[config.mk]
export PLATFORM = sky130hd
export DESIGN_NAME = i2s_frame_ctrl
export DESIGN_NICKNAME = d
export VERILOG_FILES = /design/src/rtl/i2s_frame_ctrl_pkg.sv /design/src/rtl/i2s_sck_gen.sv /design/src/rtl/i2s_frame_ctrl.sv
export SDC_FILE = /design/constraint.sdc
export NUM_CORES = 1
export LEC_CHECK = 0
export ABC_AREA = 0
export BUFFER_PORTS_ARGS = -buffer_cell sky130_fd_sc_hd__buf_2
export CORE_AREA = 5 5 88 90
export DETAILED_ROUTE_END_ITERATION = 8
export DIE_AREA = 0 0 93 95
export PLACE_DENSITY = 0.67
export SYNTH_ARGS = -nofsm -noshare
export SYNTH_HDL_FRONTEND = slang
export SYNTH_HIERARCHICAL = 1
export SYNTH_SLANG_ARGS = --single-unit
[constraint.sdc]
create_clock -name ck -period 2.3 [get_ports ck]
set_clock_uncertainty 0.2 [all_clocks]
set_input_delay 0.345 -clock ck [delete_from_list [all_inputs] [get_ports ck]]
set_output_delay 0.345 -clock ck [all_outputs]
set_load 0.005 [all_outputs]
[src/rtl/i2s_frame_ctrl_pkg.sv]
// I2S frame controller shared definitions: frame geometry, capture point, FSM encoding.
// Latency: n/a (constants, types and a helper function only).
// Backpressure: n/a.
package i2s_frame_ctrl_pkg;

  localparam int FRAME_LEN    = 64;  // bit slots per stereo frame
  localparam int WORD_LEN     = 32;  // bit slots per channel word
  localparam int EOW          = 17;  // first slot after a 16-bit sample (MSB delayed one slot)
  localparam int CAPTURE_POSN = 50;  // receiver has latched the right word by this slot

  typedef enum logic [1:0] {
    IDLE     = 2'd0,
    RUN      = 2'd1,
    STOPPING = 2'd2
  } state_t;

  // Next bit position within the frame, wrapping 63 -> 0.
  function automatic logic [5:0] posn_inc(input logic [5:0] posn);
    return 6'((int'(posn) + 1) % FRAME_LEN);
  endfunction

endpackage

[src/rtl/i2s_sck_gen.sv]
// I2S bit-clock generator: prescaler counts 0..DIVIDER-1 and toggles sck at terminal count.
// Latency: sck registered; fall strobe is combinational and high in the cycle whose edge drives sck 1->0.
// Backpressure: none; run=0 synchronously parks the prescaler and sck at 0.
module i2s_sck_gen #(
  parameter int DIVIDER = 4
) (
  input  logic ck,
  input  logic rst_n,
  input  logic run,
  output logic sck,
  output logic fall
);

  localparam int             PW = (DIVIDER > 1) ? $clog2(DIVIDER) : 1;
  localparam logic [PW-1:0]  TC = PW'(DIVIDER - 1);

  logic [PW-1:0] r_presc;
  logic          r_sck;
  logic          w_tc;

  assign w_tc = run && (r_presc == TC);
  assign fall = w_tc && r_sck;
  assign sck  = r_sck;

  // Prescaler and bit-clock toggle; both held at 0 while not running.
  always_ff @(posedge ck or negedge rst_n) begin
    if (!rst_n) begin
      r_presc <= '0;
      r_sck   <= 1'b0;
    end else if (!run) begin
      r_presc <= '0;
      r_sck   <= 1'b0;
    end else if (w_tc) begin
      r_presc <= '0;
      r_sck   <= ~r_sck;
    end else begin
      r_presc <= r_presc + 1'b1;
    end
  end

endmodule

[src/rtl/i2s_frame_ctrl.sv]
// I2S master frame controller: sck/ws generation, frame position, per-frame sample-pair capture.
// Latency: pair captured on the 50->51 slot edge; out_valid rises on that same edge.
// Backpressure: valid/ready; a capture while a pair is still unaccepted is dropped and flags sticky overrun.
module i2s_frame_ctrl
  import i2s_frame_ctrl_pkg::*;
#(
  parameter int DIVIDER = 4
) (
  input  logic        ck,
  input  logic        rst_n,
  input  logic        en,
  output logic        sck,
  output logic        ws,
  output logic [5:0]  frame_posn,
  input  logic [15:0] left_in,
  input  logic [15:0] right_in,
  output logic        out_valid,
  input  logic        out_ready,
  output logic [15:0] out_left,
  output logic [15:0] out_right,
  output logic [7:0]  out_seq,
  output logic        overrun,
  input  logic        clr_overrun,
  output logic        running
);

  state_t      r_state;
  state_t      w_state_nxt;
  logic [5:0]  r_posn;
  logic        r_ws;
  logic [7:0]  r_frame_cnt;
  logic        r_out_valid;
  logic [15:0] r_out_left;
  logic [15:0] r_out_right;
  logic [7:0]  r_out_seq;
  logic        r_overrun;

  logic        w_run;
  logic        w_fall;
  logic        w_wrap;
  logic        w_capture;
  logic        w_xfer;
  logic        w_load;
  logic        w_drop;
  logic [5:0]  w_posn_nxt;

  assign w_run      = (r_state != IDLE);
  assign w_posn_nxt = posn_inc(r_posn);
  assign w_wrap     = w_fall && (r_posn == 6'(FRAME_LEN - 1));
  assign w_capture  = w_fall && (r_posn == 6'(CAPTURE_POSN));
  assign w_xfer     = r_out_valid && out_ready;
  // A capture may load only if the slot is free or is being emptied this cycle.
  assign w_load     = w_capture && (!r_out_valid || w_xfer);
  assign w_drop     = w_capture && r_out_valid && !out_ready;

  i2s_sck_gen #(
    .DIVIDER (DIVIDER)
  ) u_sck_gen (
    .ck    (ck),
    .rst_n (rst_n),
    .run   (w_run),
    .sck   (sck),
    .fall  (w_fall)
  );

  // Controller state register.
  always_ff @(posedge ck or negedge rst_n) begin
    if (!rst_n) r_state <= IDLE;
    else        r_state <= w_state_nxt;
  end

  // Next state: stopping only ends on a frame boundary, so no partial frame is emitted.
  always_comb begin
    w_state_nxt = r_state;
    case (r_state)
      IDLE:     if (en) w_state_nxt = RUN;
      RUN:      if (!en) w_state_nxt = STOPPING;
      STOPPING: begin
        if (en)          w_state_nxt = RUN;
        else if (w_wrap) w_state_nxt = IDLE;
      end
      default:  w_state_nxt = IDLE;
    endcase
  end

  // Frame position and word select advance together on each sck falling edge.
  always_ff @(posedge ck or negedge rst_n) begin
    if (!rst_n) begin
      r_posn <= '0;
      r_ws   <= 1'b0;
    end else if (r_state == IDLE) begin
      r_posn <= '0;
      r_ws   <= 1'b0;
    end else if (w_fall) begin
      r_posn <= w_posn_nxt;
      r_ws   <= (w_posn_nxt >= 6'(WORD_LEN));
    end
  end

  // Frame counter advances on every capture, whether the pair is kept or dropped.
  always_ff @(posedge ck or negedge rst_n) begin
    if (!rst_n)         r_frame_cnt <= '0;
    else if (w_capture) r_frame_cnt <= r_frame_cnt + 8'd1;
  end

  // Output holding register with valid/ready handshake.
  always_ff @(posedge ck or negedge rst_n) begin
    if (!rst_n) begin
      r_out_valid <= 1'b0;
      r_out_left  <= '0;
      r_out_right <= '0;
      r_out_seq   <= '0;
    end else if (w_load) begin
      r_out_valid <= 1'b1;
      r_out_left  <= left_in;
      r_out_right <= right_in;
      r_out_seq   <= r_frame_cnt;
    end else if (w_xfer) begin
      r_out_valid <= 1'b0;
    end
  end

  // Sticky overrun; a drop in the same cycle as a clear keeps it set.
  always_ff @(posedge ck or negedge rst_n) begin
    if (!rst_n)           r_overrun <= 1'b0;
    else if (w_drop)      r_overrun <= 1'b1;
    else if (clr_overrun) r_overrun <= 1'b0;
  end

  assign ws         = r_ws;
  assign frame_posn = r_posn;
  assign out_valid  = r_out_valid;
  assign out_left   = r_out_left;
  assign out_right  = r_out_right;
  assign out_seq    = r_out_seq;
  assign overrun    = r_overrun;
  assign running    = w_run;

endmodule

==> results of run 1 <==
-- kinds of logic after synthesis --
kind of cell	count (synthesis)	synth area share (%)
buffers and inverters	8	2.404
and+or+nand+nor	36	8.205
muxes	41	23.01
DFF	62	58.46
xor gates and xnor gates	14	4.621
adders and majority gates	4	1.886
AOI/OAI and AO/OA	6	1.415
-- metrics by stage --
| stage | hold slack (ps) | total power [mW] | setup slack [ps] | instances | utilization, % |
|---|---|---|---|---|---|
| global route | 26.08 | 2.215 | 28.29 | 359 | 48.69 |
| global placement | 121.7 | 1.276 | 218.0 | 342 | 45.72 |
| finish | 48.61 | 2.106 | 200.2 | 359 | 48.69 |
| CTS | 30.55 | 2.142 | 126.7 | 359 | 48.64 |
| detailed placement | 116.8 | 1.279 | 148.4 | 342 | 45.72 |
| floorplan | -150.6 | 1.196 | 67.13 | 171 | - |
-- power by group --
group | internal (mW) | total [mW] | switching, mW
Combinational | 0.0649 | 0.126 | 0.0607
Sequential | 1.12 | 1.13 | 0.0170
Clock | 0.466 | 0.847 | 0.381
Total | 1.65 | 2.11 | 0.459
-- layer usage --
layer | global-route usage (%) | share of wire (%) | vias to the layer above
li1 | - | - | 798
met1 | 16.00 | 45 | 822
met2 | 19.44 | 48 | 58
met3 | 4.223 | 6.1 | 10
met4 | 5.861 | 1.4 | 0
met5 | 0 | 0 | -
-- cells in the final DEF (no fill, tap or decap), drive strengths merged --
cell         instances
and3b                1
xnor2                9
and4                 2
nor3b                1
nand3                2
nor2                 8
nand4                6
dlygate4sd3          3
and3                 4
nor3                 1
clkbuf              13
ha                   4
and2                 1
a211oi               1
a31oi                1
nand2                8
o21ai                1
clkinv               1
or3                  1
inv                  3
o22ai                1
a21oi                1
mux2                40
xor2                 5
dfrtp               62
a21boi               1
nand2b               1
mux2i                1
buf                 94
-- what timing repair did --
action,CTS,global route
hold buffers,3,0
endpoints found under the hold margin,21,0
endpoints found under the setup margin,0,6
resized for setup,0,1
-- state kept, by name (all words and copies together), names as in the netlist --
signal             cells
out_left              16
out_seq                8
r_state                2
out_right             16
u_sck_gen/sck          1
frame_posn             6
u_sck_gen/r_presc      2
overrun                1
r_frame_cnt            8
out_valid              1
ws                     1
-- worst reg2reg max path, cell delays in order (launching register included) --
cell	delay (ps)
dfrtp_1	400
nor2_1	140
inv_1	110
and3_2	220
nand4_2	120
nor3_4	60
nand2_4	70
buf_4	320
mux2_4	350
-- worst max path at each step --
stage	depth (start not counted)	start	to	slack (ps)
global placement	8	r_state[1]$_DFFE_PN0P_	out_left[6]$_DFFE_PN0P_	220
global route	8	r_state[0]$_DFFE_PN0P_	out_right[15]$_DFFE_PN0P_	30
detailed placement	8	r_state[1]$_DFFE_PN0P_	out_right[11]$_DFFE_PN0P_	150
CTS	8	r_state[1]$_DFFE_PN0P_	out_left[4]$_DFFE_PN0P_	130
finish	8	r_state[1]$_DFFE_PN0P_	out_right[4]$_DFFE_PN0P_	200
floorplan	9	r_state[1]$_DFFE_PN0P_	out_left[0]$_DFFE_PN0P_	70
-- layout make-up --
type                    instances  area [sq um]
fillers                       640          3582
flip-flops and latches         62          1551
multi-input cells             101          1039
repair buffers                 97         521.8
clock buffers                  13         168.9
well taps                      82         102.6
inverters                       3         11.26
clock inverters                 1         5.005
==> run metrics, run 1 <==
status=complete, no violations; worst-path cell with the longest stage delay=dfrtp_1; vias in the first global route=1764; final WL=5.230 mm; ys async rst share=100.0%; fin crit share=91.29%; crit path DAT=2110 ps; io pins=88; Worst slew margin=70.36%; maximum clock frequency=476.2 MHz; fin nets=315; Post-CTS Setup Bufs=0; Hold Fails Final Rpt=0; setup tns final=0 ps; CTS Root Cell=clkbuf_8; synth cell count leaders=dfrtp_1 (62), mux2_4 (40), xnor2_1 (9); Synth area leaders=dfrtp_1 (58%), mux2_4 (23%), xnor2_1 (3.0%); Worst setup EP type=flip-flop; Reg2Reg Depth=8; # DRC=0; Hold Path Cell Cnt=2; DR pass1 iterations=4; CP Launch Type=flip-flop; Largest stage delay, worst path=400 ps; Hold Startpoint=left_in[6]; CTS tree=done; RSZ-0062 raised after global routing=no; Row Count=31; DR iter-0 viols=22; # port buffers=87; fin. max-slew vios=0; synthesized instance count=171; Antenna Cells=0; Bufs on Longest Clock Path=2; Horiz. Die Dim=93 um; Most used DFF post-synth=dfrtp_1; mapped cell area=2654 sq um; number of vias in the routed layout=1688; Critical R2R Launch=r_state[1]$_DFFE_PN0P_; post-route cell area=3400 sq um; GRT overflow=0; post-route ant nets=0; Post-synth EDFFs=0; Max IR drop VDD=0.3003 mV; Hold Path Class=input pin to flip-flop; post-synth top area share=58.46%; Core Region=6982 sq um; Syn Area/Cell=15.52 sq um; WS Path Type=flip-flop to flip-flop; antenna violations before repair=0; Ys Warns=6; H-tree depth=3; Power Density=619.5 nW/um^2; Final Setup Violations=0; Leakage Power=1.997 nW; CP cell instances=nor2_1, inv_1, and3_2, nand4_2, nor3_4, nand2_4, buf_4, mux2_4; most common cell in the netlist=dfrtp_1; die footprint=8835 sq um; flops & latches, synth=62; total placed instance area=3192 sq um; Post-Syn Nets=212; Num Clock Sinks=62; share of cells above drive strength 1=54.87%; clk slew on worst S/H paths=70 ps; Syn-to-layout area delta=28.10%; Post-DP HPWL=3.782 mm; R2R Path End=out_right[4]$_DFFE_PN0P_; dominant cell type by area after synthesis=dfrtp_1; CP required=2310 ps; min cycle time layout=2100 ps; global-route wire length before repair=8.583 mm; Die Y-Extent=95 um; largest net degree at the start of global routing=23; Tightest Pin Transition=444.7 ps; worst skew pair latency=320 ps; GRT Total Usage=12.59%; Max Cap Viol=0; Worst R2R Setup Slack=200 ps; post-DR wirelength/cell=14.57 um; Final GP Congestion=0.7507; Distinct cells, synth=30; WHS Endpoint=out_left[6]$_DFFE_PN0P_; vias per cell=4.702; CP top delay family=simple AND/OR/NAND/NOR gates; Seq/Total Area, Yosys=58.46%; CP max FO=18; number of CTS-inserted buffers=9; Buf/Inv on CP=2; Starting Density=38.01%
(Power assumes the default switching activity.)
==> run 2, diff against run 1 <==
PLACE_DENSITY = 0.68   (was 0.67)
==> run 2 against run 1 <==
Final cell count rose by 0.28%; first-iteration DRC count rose by 95%; clock power rose by 24%; largest cell class unchanged.
==> run metrics, run 2 (synthesis results as in run 1) <==
commonest non-fill, non-tap cell in the layout=buf_2; io pins=88 (unchanged); post-route cell area=3473 sq um (+2.2%); Fin Hold WS=46.49 ps (-2.124 ps); crit path DAT=2170 ps (+60 ps); number of CTS-inserted buffers=9 (unchanged); Hold Startpoint=left_in[12]; fin util=49.75% (+1.1 points); Post-DP HPWL=3.920 mm (+3.6%); DR iter-0 viols=43 (+95%); Core Region=6982 sq um (unchanged); Reg2Reg Depth=7 (-1); WHS Endpoint=out_left[12]$_DFFE_PN0P_; Max Cap Viol=0 (unchanged); largest net degree at the start of global routing=39 (+70%); clk slew on worst S/H paths=70 ps (about the same); Inst Count DP=341 (-0.29%); antenna violations before repair=0 (unchanged); commonest cells after routing, fill and taps aside=buf_2 (87), dfrtp_1 (62), mux2_4 (40); Die Y-Extent=95 um (unchanged); post-route ant nets=0 (unchanged); Final Setup Violations=0 (unchanged); Starting Density=38.01% (unchanged); Hold Fails Final Rpt=0 (unchanged); fin crit share=93.93% (+2.6 points); share of cells above drive strength 1=55.40% (+0.52 points); setup tns final=0 ps (unchanged); H-tree depth=3 (unchanged); Tightest Pin Transition=586.6 ps (+141.9 ps); Max IR drop VDD=0.5956 mV (+98%); RSZ-0062 raised after global routing=no; Horiz. Die Dim=93 um (unchanged); Critical R2R Launch=u_sck_gen/r_presc[0]$_DFF_PN0_; CTS Root Cell=clkbuf_8; final worst slack=139.6 ps (-60.64 ps); WS Path Type=flip-flop to flip-flop; Post-CTS Setup Bufs=0 (unchanged); Final GP Congestion=0.7416 (-1.2%); vias per cell=4.669 (-0.69%); Finished Layout Cells=360 (+0.28%); # DRC=0 (unchanged); Tot Pwr=2.306 mW (+9.5%); total placed instance area=3222 sq um (+0.94%); Power Density=664.0 nW/um^2 (+7.2%); Worst slew margin=60.89% (-9.5 points); Hold Path Cell Cnt=2 (unchanged); Bufs on Longest Clock Path=2 (unchanged); GRT Total Usage=12.76% (+0.17 points); global-route wire length before repair=8.756 mm (+2.0%); R2R Path End=out_right[8]$_DFFE_PN0P_; DR pass1 iterations=4 (unchanged); fin nets=314 (-0.32%); post-place setup slack=129.5 ps (-18.91 ps); CP required=2310 ps (about the same); # port buffers=87 (unchanged); post-DR wirelength/cell=14.75 um (+1.2%); fin. max-slew vios=0 (unchanged); Hold Path Class=input pin to flip-flop; Post-CTS Resized=0 (unchanged); GRT overflow=0 (unchanged); CTS tree=done; hold_buf cts=3 (unchanged); Worst R2R Setup Slack=140 ps (-60 ps); Num Clock Sinks=62 (unchanged); Leakage Power=2.022 nW (+1.3%); vias in the first global route=1811 (+2.7%); number of vias in the routed layout=1681 (-0.41%); worst skew pair latency=320 ps (about the same); Row Count=31 (unchanged); final WL=5.310 mm (+1.5%); Antenna Cells=0 (unchanged); maximum clock frequency=462.9 MHz (-2.8%); CP max FO=19 (+1); Syn-to-layout area delta=30.88%; die footprint=8835 sq um (unchanged); CP Launch Type=flip-flop; min cycle time layout=2160 ps (+60.64 ps); status=complete, no violations; Worst setup EP type=flip-flop
==> run 2: worst max path at each step <==
stage | from | endpoint | slack (ps) | cells after the start
after detailed placement | r_state[1]$_DFFE_PN0P_ | out_right[8]$_DFFE_PN0P_ | 130 | 8
final | u_sck_gen/r_presc[0]$_DFF_PN0_ | out_right[8]$_DFFE_PN0P_ | 140 | 7
after global placement | u_sck_gen/r_presc[0]$_DFF_PN0_ | out_right[5]$_DFFE_PN0P_ | 220 | 7
after floorplan | r_state[1]$_DFFE_PN0P_ | out_left[0]$_DFFE_PN0P_ | 70 | 9
after CTS | r_state[0]$_DFFE_PN0P_ | out_right[8]$_DFFE_PN0P_ | 130 | 8
after global routing | r_state[1]$_DFFE_PN0P_ | out_seq[1]$_DFFE_PN0P_ | 0.6 | 8
==> run 2: where the power goes <==
| part | total (mW) | leakage [nW] | switching (mW) | internal [mW] |
|---|---|---|---|---|
| clock network | 1.05 | 0.106 | 0.434 | 0.613 |
| registers | 1.13 | 0.861 | 0.0165 | 1.11 |
| logic | 0.128 | 1.06 | 0.0615 | 0.0660 |
==> run 2: layer usage <==
layer | wire length, um | GRT usage, % | share of wire [%] | vias up
met5 | 0 | 0 | 0 | -
met4 | 44 | 4.762 | 0.83 | 0
met3 | 292 | 3.586 | 5.5 | 5
met2 | 2548 | 20.04 | 48 | 53
met1 | 2425 | 16.84 | 46 | 824
li1 | - | - | - | 799
==> run 2: layout make-up <==
cell class,instances,area (sq um)
fill,642,3508
sequential,62,1551
multi-input combinational,101,1039
timing repair buffer,96,548.0
clock buffer,9,123.9
tap,82,102.6
clock inverter,7,97.59
inverter,3,11.26
==> run 2: worst max-delay path, stage by stage, from the launching register on <==
cell and delay [ps]:
dfrtp_1 360, ha_1 220, and3_2 220, nand4_2 140, nor3_4 200, nand2_4 170
buf_12 210, mux2_4 310
